<file path="src/rtl/multdiv_pkg.sv">
// Shared types and constants for the iterative multiply/divide unit.
package multdiv_pkg;

    localparam int MD_WIDTH = 32;

    localparam logic MD_OP_MULT = 1'b0;
    localparam logic MD_OP_DIV  = 1'b1;

    typedef enum logic [1:0] {
        IDLE = 2'd0,
        RUN  = 2'd1,
        FIX  = 2'd2,
        ZERO = 2'd3
    } md_state_e;

endpackage

</file>
<file path="src/rtl/multdiv_sign_fix.sv">
// Applies operand signs to the unsigned product, quotient and remainder.
module multdiv_sign_fix
    import multdiv_pkg::*;
#(
    parameter int WIDTH = MD_WIDTH
) (
    input  logic             op_div,
    input  logic             sign_a,
    input  logic             sign_b,
    input  logic [WIDTH-1:0] raw_hi,
    input  logic [WIDTH-1:0] raw_lo,
    output logic [WIDTH-1:0] fix_hi,
    output logic [WIDTH-1:0] fix_lo
);

    logic [2*WIDTH-1:0] prod_s;
    logic [2*WIDTH-1:0] prod_neg_s;

    // Remainder follows the dividend sign; quotient and product follow sign_a ^ sign_b.
    always_comb begin
        prod_s     = {raw_hi, raw_lo};
        prod_neg_s = ~prod_s + {{(2*WIDTH-1){1'b0}}, 1'b1};
        if (op_div == MD_OP_DIV) begin
            if (sign_a ^ sign_b) begin
                fix_lo = ~raw_lo + {{(WIDTH-1){1'b0}}, 1'b1};
            end else begin
                fix_lo = raw_lo;
            end
            if (sign_a) begin
                fix_hi = ~raw_hi + {{(WIDTH-1){1'b0}}, 1'b1};
            end else begin
                fix_hi = raw_hi;
            end
        end else begin
            if (sign_a ^ sign_b) begin
                {fix_hi, fix_lo} = prod_neg_s;
            end else begin
                {fix_hi, fix_lo} = prod_s;
            end
        end
    end

endmodule

</file>
<file path="src/rtl/mult_div_unit.sv">
// Iterative signed multiply/divide unit producing HI/LO. Optional macro
// MULTDIV_UNSIGNED_EN adds an is_unsigned input selecting multu/divu semantics.
module mult_div_unit
    import multdiv_pkg::*;
#(
    parameter int WIDTH = MD_WIDTH
) (
    input  logic             clk,
    input  logic             reset,
    input  logic             start,
    input  logic             op_div,
`ifdef MULTDIV_UNSIGNED_EN
    input  logic             is_unsigned,
`endif
    input  logic [WIDTH-1:0] src_a,
    input  logic [WIDTH-1:0] src_b,
    output logic [WIDTH-1:0] hi,
    output logic [WIDTH-1:0] lo,
    output logic             busy,
    output logic             done,
    output logic             div_zero
);

    localparam int CW = $clog2(WIDTH);

    md_state_e        state_r, next_state_s;
    logic [CW-1:0]    count_r;
    logic             op_div_r, sign_a_r, sign_b_r;
    logic [WIDTH-1:0] operand_r, acc_hi_r, acc_lo_r;
    logic [WIDTH-1:0] hi_r, lo_r;
    logic             busy_r, done_r, div_zero_r;

    logic             unsigned_s, neg_a_s, neg_b_s, zero_div_s;
    logic [WIDTH-1:0] mag_a_s, mag_b_s;
    logic [WIDTH:0]   mul_sum_s;
    logic [WIDTH+1:0] div_shift_s, div_diff_s;
    logic [WIDTH-1:0] step_hi_s, step_lo_s;
    logic [WIDTH-1:0] fix_hi_s, fix_lo_s;

`ifdef MULTDIV_UNSIGNED_EN
    assign unsigned_s = is_unsigned;
`else
    assign unsigned_s = 1'b0;
`endif

    // Operand sign detection and magnitudes; 0x80..0 maps to unsigned 2^(WIDTH-1).
    always_comb begin
        neg_a_s    = ~unsigned_s & src_a[WIDTH-1];
        neg_b_s    = ~unsigned_s & src_b[WIDTH-1];
        zero_div_s = (op_div == MD_OP_DIV) && (src_b == {WIDTH{1'b0}});
        if (neg_a_s) begin
            mag_a_s = ~src_a + {{(WIDTH-1){1'b0}}, 1'b1};
        end else begin
            mag_a_s = src_a;
        end
        if (neg_b_s) begin
            mag_b_s = ~src_b + {{(WIDTH-1){1'b0}}, 1'b1};
        end else begin
            mag_b_s = src_b;
        end
    end

    // One shift-add or restoring shift-subtract step on the shared accumulator.
    always_comb begin
        mul_sum_s   = {1'b0, acc_hi_r} +
                      (acc_lo_r[0] ? {1'b0, operand_r} : {(WIDTH+1){1'b0}});
        div_shift_s = {1'b0, acc_hi_r, acc_lo_r[WIDTH-1]};
        div_diff_s  = div_shift_s - {2'b00, operand_r};
        if (op_div_r == MD_OP_DIV) begin
            if (!div_diff_s[WIDTH+1]) begin
                step_hi_s = div_diff_s[WIDTH-1:0];
                step_lo_s = {acc_lo_r[WIDTH-2:0], 1'b1};
            end else begin
                step_hi_s = div_shift_s[WIDTH-1:0];
                step_lo_s = {acc_lo_r[WIDTH-2:0], 1'b0};
            end
        end else begin
            step_hi_s = mul_sum_s[WIDTH:1];
            step_lo_s = {mul_sum_s[0], acc_lo_r[WIDTH-1:1]};
        end
    end

    multdiv_sign_fix #(.WIDTH(WIDTH)) u_sign_fix (
        .op_div (op_div_r),
        .sign_a (sign_a_r),
        .sign_b (sign_b_r),
        .raw_hi (acc_hi_r),
        .raw_lo (acc_lo_r),
        .fix_hi (fix_hi_s),
        .fix_lo (fix_lo_s)
    );

    // State register.
    always_ff @(posedge clk) begin
        if (reset) begin
            state_r <= IDLE;
        end else begin
            state_r <= next_state_s;
        end
    end

    // Next-state logic.
    always_comb begin
        next_state_s = state_r;
        case (state_r)
            IDLE: begin
                if (start) begin
                    if (zero_div_s) begin
                        next_state_s = ZERO;
                    end else begin
                        next_state_s = RUN;
                    end
                end else begin
                    next_state_s = IDLE;
                end
            end
            RUN: begin
                if (count_r == {CW{1'b0}}) begin
                    next_state_s = FIX;
                end else begin
                    next_state_s = RUN;
                end
            end
            FIX:     next_state_s = IDLE;
            ZERO:    next_state_s = IDLE;
            default: next_state_s = IDLE;
        endcase
    end

    // Datapath, counter and registered outputs.
    always_ff @(posedge clk) begin
        if (reset) begin
            count_r    <= {CW{1'b0}};
            op_div_r   <= 1'b0;
            sign_a_r   <= 1'b0;
            sign_b_r   <= 1'b0;
            operand_r  <= {WIDTH{1'b0}};
            acc_hi_r   <= {WIDTH{1'b0}};
            acc_lo_r   <= {WIDTH{1'b0}};
            hi_r       <= {WIDTH{1'b0}};
            lo_r       <= {WIDTH{1'b0}};
            busy_r     <= 1'b0;
            done_r     <= 1'b0;
            div_zero_r <= 1'b0;
        end else begin
            done_r <= 1'b0;
            case (state_r)
                IDLE: begin
                    if (start) begin
                        op_div_r   <= op_div;
                        sign_a_r   <= neg_a_s;
                        sign_b_r   <= neg_b_s;
                        operand_r  <= mag_b_s;
                        acc_hi_r   <= {WIDTH{1'b0}};
                        acc_lo_r   <= mag_a_s;
                        count_r    <= CW'(WIDTH-1);
                        div_zero_r <= 1'b0;
                        busy_r     <= 1'b1;
                    end
                end
                RUN: begin
                    acc_hi_r <= step_hi_s;
                    acc_lo_r <= step_lo_s;
                    if (count_r != {CW{1'b0}}) begin
                        count_r <= count_r - 1'b1;
                    end
                end
                FIX: begin
                    hi_r   <= fix_hi_s;
                    lo_r   <= fix_lo_s;
                    done_r <= 1'b1;
                    busy_r <= 1'b0;
                end
                ZERO: begin
                    div_zero_r <= 1'b1;
                    done_r     <= 1'b1;
                    busy_r     <= 1'b0;
                end
                default: begin
                    busy_r <= 1'b0;
                end
            endcase
        end
    end

    assign hi       = hi_r;
    assign lo       = lo_r;
    assign busy     = busy_r;
    assign done     = done_r;
    assign div_zero = div_zero_r;

endmodule

</file>
<file path="config.mk">
export PLATFORM = sky130hd
export DESIGN_NAME = mult_div_unit
export DESIGN_NICKNAME = d
export VERILOG_FILES = /design/src/rtl/multdiv_pkg.sv /design/src/rtl/multdiv_sign_fix.sv /design/src/rtl/mult_div_unit.sv
export SDC_FILE = /design/constraint.sdc
export NUM_CORES = 1
export LEC_CHECK = 0
export BUFFER_PORTS_ARGS = -buffer_cell sky130_fd_sc_hd__buf_2
export CAP_MARGIN = 20
export CORE_MARGIN = 10
export CORE_UTILIZATION = 42
export CTS_CLUSTER_SIZE = 24
export DETAILED_ROUTE_END_ITERATION = 8
export PLACE_DENSITY = 0.62
export RECOVER_POWER = 25
export SYNTH_ARGS = -nofsm -noshare
export SYNTH_HDL_FRONTEND = slang
export SYNTH_HIERARCHICAL = 1
export SYNTH_SLANG_ARGS = --single-unit
</file>
<file path="constraint.sdc">
create_clock -name clk -period 7 [get_ports clk]
set_clock_uncertainty 0.05 [all_clocks]
set_input_delay 0 -clock clk [delete_from_list [all_inputs] [get_ports clk]]
set_output_delay 0 -clock clk [all_outputs]
set_load 0.1 [all_outputs]
</file>
# After elaboration in Yosys (flattened, before gate mapping)
# Cells that the tools add are included.
[classes]
add_sub_neg = 8
n_reduce_logical = 14
muxes = 29
bitwise = 6
n_eq_ne = 5
[ops]
columns = ["op", "n"]
rows = [
  ["$mux W32", 14],
  ["$add A32 B1 Y32 const B", 4],
  ["$not A32 Y32", 4],
  ["$pmux W32 S2", 2],
  ["$add A64 B1 Y64 const B", 1],
  ["$not A64 Y64", 1],
  ["$sub A33 B32 Y34", 1],
  ["$add A32 B32 Y33", 1],
  ["$logic_not A32 Y1", 1],
  ["$mux W5", 2],
  ["$pmux W5 S2", 1],
  ["$reduce_and A2 Y1", 4],
  ["$mux W2", 3],
  ["$pmux W2 S3", 1],
  ["$reduce_bool A2 Y1", 3],
  ["$logic_not A5 Y1", 1],
  ["$reduce_bool A5 Y1", 1],
  ["$sub A5 B1 Y5 const B", 1],
  ["$eq A2 B2 Y1 const B", 2],
  ["$mux W1", 4],
  ["$ne A2 B2 Y1 const B", 2],
  ["$pmux W1 S2", 2],
  ["$reduce_and A3 Y1", 1],
  ["$eq A2 B1 Y1 const B", 1],
  ["4 further kinds", 4],
]
[word_totals]
input_bits = 68
wordCells = 75
out_inout_bits = 67
ff_bits = 173

# Logic depth before layout (Yosys ltp)
[depth]
word_depth = 5
ltp_mapped = 14
depth_no_buf = 13

# Modules after synthesis
# The synthesis kept the hierarchy.
[by_module_without_submodules]
columns = ["module", "instances", "seq_area_each_um2", "cells_each", "area_each_um2"]
rows = [
  ["mult_div_unit", 1, 3463.3, 1579, 11821.3],
  ["multdiv_sign_fix", 1, 0.0, 271, 1731.7],
]

# Worst setup path after synthesis
# OpenSTA, ideal clock, no wires.
[synth_timing]
path_type = "reg-to-reg"
from = "register acc_lo_r[0]"
to = "register acc_hi_r[29]"
path_buffers = 1
synth_period_minus_slack_ns = 3.237
setup_time_ns = 0.074
arrival_time_ns = 3.113
slack_ns = 3.763
stages_incl_launch_ff = 15
t_required_ns = 6.876
path_cell_list = "dfxtp_1 clkbuf_1 and2_1 ha_1 inv_1 fa_1 nor2b_1 o2111ai_1 a21oi_1 nor4_1 o31ai_1 a31oi_1 o21ai_0 mux2_2 o21ai_0"
[synth_between]
elab_chain_cells = 4
[synth_lines]
columns = ["item", "line", "rtl"]
rows = [
  ["start: declaration", "mult_div_unit.sv:29", "logic [WIDTH-1:0] operand_r, acc_hi_r, acc_lo_r;"],
  ["start signal: assignment", "mult_div_unit.sv:139", "acc_lo_r <= {WIDTH{1'b0}};"],
  ["start signal: assignment", "mult_div_unit.sv:155", "acc_lo_r <= mag_a_s;"],
  ["start signal: assignment", "mult_div_unit.sv:163", "acc_lo_r <= step_lo_s;"],
  ["$mux W32", "mult_div_unit.sv:66", "(acc_lo_r[0] ? {1'b0, operand_r} : {(WIDTH+1){1'b0}});"],
  ["$add A32 B32 Y33", "mult_div_unit.sv:65", "mul_sum_s = {1'b0, acc_hi_r} +"],
  ["$mux W32", "mult_div_unit.sv:69", "if (op_div_r == MD_OP_DIV) begin"],
  ["$pmux W32 S2", "mult_div_unit.sv:147", "case (state_r)"],
  ["end signal: assignment", "mult_div_unit.sv:138", "acc_hi_r <= {WIDTH{1'b0}};"],
  ["end signal: assignment", "mult_div_unit.sv:154", "acc_hi_r <= {WIDTH{1'b0}};"],
  ["end signal: assignment", "mult_div_unit.sv:162", "acc_hi_r <= step_hi_s;"],
  ["end: declaration", "mult_div_unit.sv:29", ""],
]
# Every way passes these cells.
# A chain may end at the register's enable or synchronous reset.

# Final worst setup path
[layout_timing]
from = "register acc_hi_r[3]"
to = "register acc_hi_r[29]"
[layout_between]
elab_chain_cells = 4
elab_cells_between_ends = 5
classes_between = "add/sub (2); mux (3)"
[layout_lines]
columns = ["item", "line", "rtl"]
rows = [
  ["$sub A33 B32 Y34", "mult_div_unit.sv:68", "div_diff_s = div_shift_s - {2'b00, operand_r};"],
  ["$mux W32", "mult_div_unit.sv:70", "if (!div_diff_s[WIDTH+1]) begin"],
  ["$mux W32 *", "mult_div_unit.sv:69", ""],
  ["$pmux W32 S2 *", "mult_div_unit.sv:147", ""],
]
# Every way passes the cells marked *; elsewhere a longest branch is shown, timed or not.

==> results.json <==
{
  "dpl_worst_slack_ps": 3190,
  "cts_tree": "done",
  "critPathBufInv": 1,
  "drc": 0,
  "gr-total-overflow": 0,
  "finalPower_mw": 3.12,
  "cp-start-kind": "register",
  "synthCells": 1850,
  "grt_max_degree": 100,
  "avgSynthCellArea_sq_um": 7.33,
  "worst_pin_slew_ps": 1220,
  "post-route-period-util": 0.552,
  "synth_most_common_cell": "nand2_1",
  "clock.fmax_mhz": 259,
  "die_y_um": 200,
  "grt_pass1_wl_um": 72800,
  "slowest_stage": "dfxtp_1",
  "slew_headroom": 0.192,
  "final_net_count": 2132,
  "swShare": 0.383,
  "powerDensity_nw_per_um2": 197,
  "drv_slew": 0,
  "cp_cell_sequence": "ha_1, a21o_1, a211o_1, o21ai_0, o2111ai_1, a31oi_4, buf_4, nand2_1, o221ai_1, o21ai_0",
  "ctsHtreeMaxLevel": 4,
  "leakagePower_nw": 6.41,
  "fillCellCount": 3196,
  "areaGrowthSynthToFinish_pct": 16.5,
  "yosys_warnings": 6,
  "min_path_type": "primary input to register",
  "synth_nets": 1989,
  "clock_latency_ps": 460,
  "crit_path_max_fanout": 48,
  "synth.area.top_cells": "dfxtp_1, nand2_1, a21oi_1, ha_1, xor2_1",
  "cpLargestDelayFamily": "compound AO/OA/AOI/OAI gates",
  "grt_use_total": 0.228,
  "final_hold_viol_count": 1,
  "cts_num_sinks": 173,
  "io_pins": 135,
  "rsz0062_at_grt": "no",
  "via_per_inst": 5.80,
  "worst_slack_ps": 3140,
  "path_clk_slew_ps": 80,
  "die_area_sq_um": 39900,
  "crit_path_frequent_cell": "o21ai_0",
  "max_stage_delay_ps": 540,
  "place.gp.congestion": 0.956,
  "fin_area_sq_um": 15800,
  "finalSetupTns_ps": 0,
  "port_buffers": 134,
  "critPathKind": "register to register",
  "worstPathRequired_ps": 7300,
  "ys_seq_elements": 173,
  "regArea_sq_um": 3470,
  "syn_area_sq_um": 13600,
  "seqPwrFrac": 0.368,
  "ant_nets": 0,
  "synth_edf_count": 0,
  "final-setup-viol-count": 0,
  "ir_drop_uv": 220,
  "post_layout_nonfiller_instances": 2409,
  "async_flop_share": 0,
  "fin_crit_ps": 3860,
  "root_buffer": "clkbuf_16",
  "yosys-top-cells-count": "nand2_1, a21oi_1, dfxtp_1, nor2_1, o21ai_0",
  "coreArea_sq_um": 31700,
  "die_x_um": 200,
  "status": "finished, violations left",
  "dpl.hpwl_um": 34800,
  "holdWs_ps": -14.6,
  "yosys.area.top_type": "dfxtp_1",
  "place_inst": 2299,
  "drt_iter0_drc": 1351,
  "clock_power_share": 0.320,
  "initial_core_util": 0.427,
  "p_int_mw": 1.92,
  "maxCapViolations": 0,
  "drive_above_1_share": 0.0743,
  "cts_buffers": 17,
  "ff2ff_setup_slack_ps": 3140,
  "placed_area_sq_um": 14500,
  "ys_seq_area_frac": 0.256,
  "rows": 65,
  "cts_buffer_depth": 2,
  "combPwrFrac": 0.312,
  "wl_per_cell_um": 19.3,
  "yosys.cell_types.count": 78,
  "antenna_found_initial": 0,
  "setup.worst_path.end_class": "register",
  "firstDrtPassIters": 8,
  "synth_top_area_frac": 0.256,
  "violations": "hold timing",
  "post-route-util": 0.498,
  "crit_arrival_ps": 4160,
  "synthFlopType": "dfxtp_1",
  "grt_pass1_vias": 13100,
  "power.switching_mw": 1.19,
  "vias": 14000,
  "multiInputGateArea_sq_um": 9490,
  "wirelength_um": 46400
}
-- area by class of cell --
cell class / count / area share
Multi-Input combinational cell: 1510 / 0.601
Sequential cell: 173 / 0.220
Timing Repair Buffer: 224 / 0.0935
Antenna cell: 1 / 0.000158
Clock inverter: 15 / 0.0109
Inverter: 67 / 0.0159
Clock buffer: 17 / 0.0269
Tap cell: 402 / 0.0319
-- flip-flops by register name (all words and copies together) (netlist names) --
name       count
div_zero       1
sign_a_r       1
op_div_r       1
sign_b_r       1
acc_lo_r      32
busy           1
state_r        2
done           1
hi            32
operand_r     32
lo            32
acc_hi_r      32
count_r        5
-- power groups by stage --
stage / Combinational [mW] / Clock [mW] / Sequential (mW)
final: 0.971 / 0.997 / 1.15
after global routing: 1.07 / 1.05 / 1.15
after CTS: 0.956 / 1.01 / 1.14
after detailed placement: 0.915 / 0 / 1.17
after global placement: 0.912 / 0 / 1.16
after floorplan: 0.659 / 0 / 1.15
-- cells in the final DEF, fill, tap and decap left out, drive strengths merged, types with 13 or more instances in the layout --
master | Yosys | final
nand2 | 300 | 300
a21oi | 201 | 201
dfxtp | 173 | 173
nor2 | 149 | 149
o21ai | 108 | 108
xor2 | 95 | 95
buf | 20 | 88
xnor2 | 83 | 83
clkbuf | 80 | 77
dlygate4sd3 | 0 | 76
inv | 67 | 75
ha | 69 | 69
a211oi | 47 | 47
and2 | 43 | 43
mux2i | 42 | 42
o211ai | 32 | 32
a21o | 28 | 28
nor3 | 28 | 28
nor4 | 26 | 26
nand3 | 24 | 24
o31ai | 21 | 21
or4 | 20 | 20
nand2b | 18 | 18
o41ai | 17 | 17
a31oi | 15 | 15
or3 | 13 | 13
-- worst paths after layout --
path                                               start  cells after the start                        end
worst max register to register  acc_hi_r[3]$_SDFFE_PP0P_                     10  acc_hi_r[29]$_SDFFE_PP0P_
worst min register to register       hi[15]$_SDFFE_PP0N_                      2        hi[15]$_SDFFE_PP0N_
worst min-delay path                               start                      3      div_zero$_SDFFE_PP0P_
worst max-delay path            acc_hi_r[3]$_SDFFE_PP0P_                     10  acc_hi_r[29]$_SDFFE_PP0P_
-- cells by family after synthesis --
kind of cell,Yosys count,synth area share
buf+inv,167,0.0473
xor+xnor,178,0.115
flops,173,0.256
mux,43,0.0318
fa+ha+maj,71,0.0667
simple gates,670,0.229
compound gates,548,0.254
-- metal layers --
layer | up-vias | share of wire | global-route usage | wire, um
met5 | - | 0 | 0 | 0
met3 | 42 | 0.055 | 0.0286 | 2560
li1 | 6890 | - | - | -
met4 | 0 | 0.013 | 0.0485 | 584
met1 | 6595 | 0.48 | 0.323 | 22200
met2 | 436 | 0.45 | 0.359 | 21000
-- timing repair --
action | CTS | global route
hold buffers | 76 | 0
resized for setup | 0 | 0
hold endpoints to repair | 67 | 0
setup buffers | 0 | 0
-- worst register-to-register path, stage by stage (launching register included) --
cell       delay, ps
dfxtp_1          540
ha_1             350
a21o_1           230
a211o_1          320
o21ai_0          380
o2111ai_1        390
a31oi_4          220
buf_4            480
nand2_1          400
o221ai_1         290
o21ai_0          100
(Power assumes the default switching activity.)
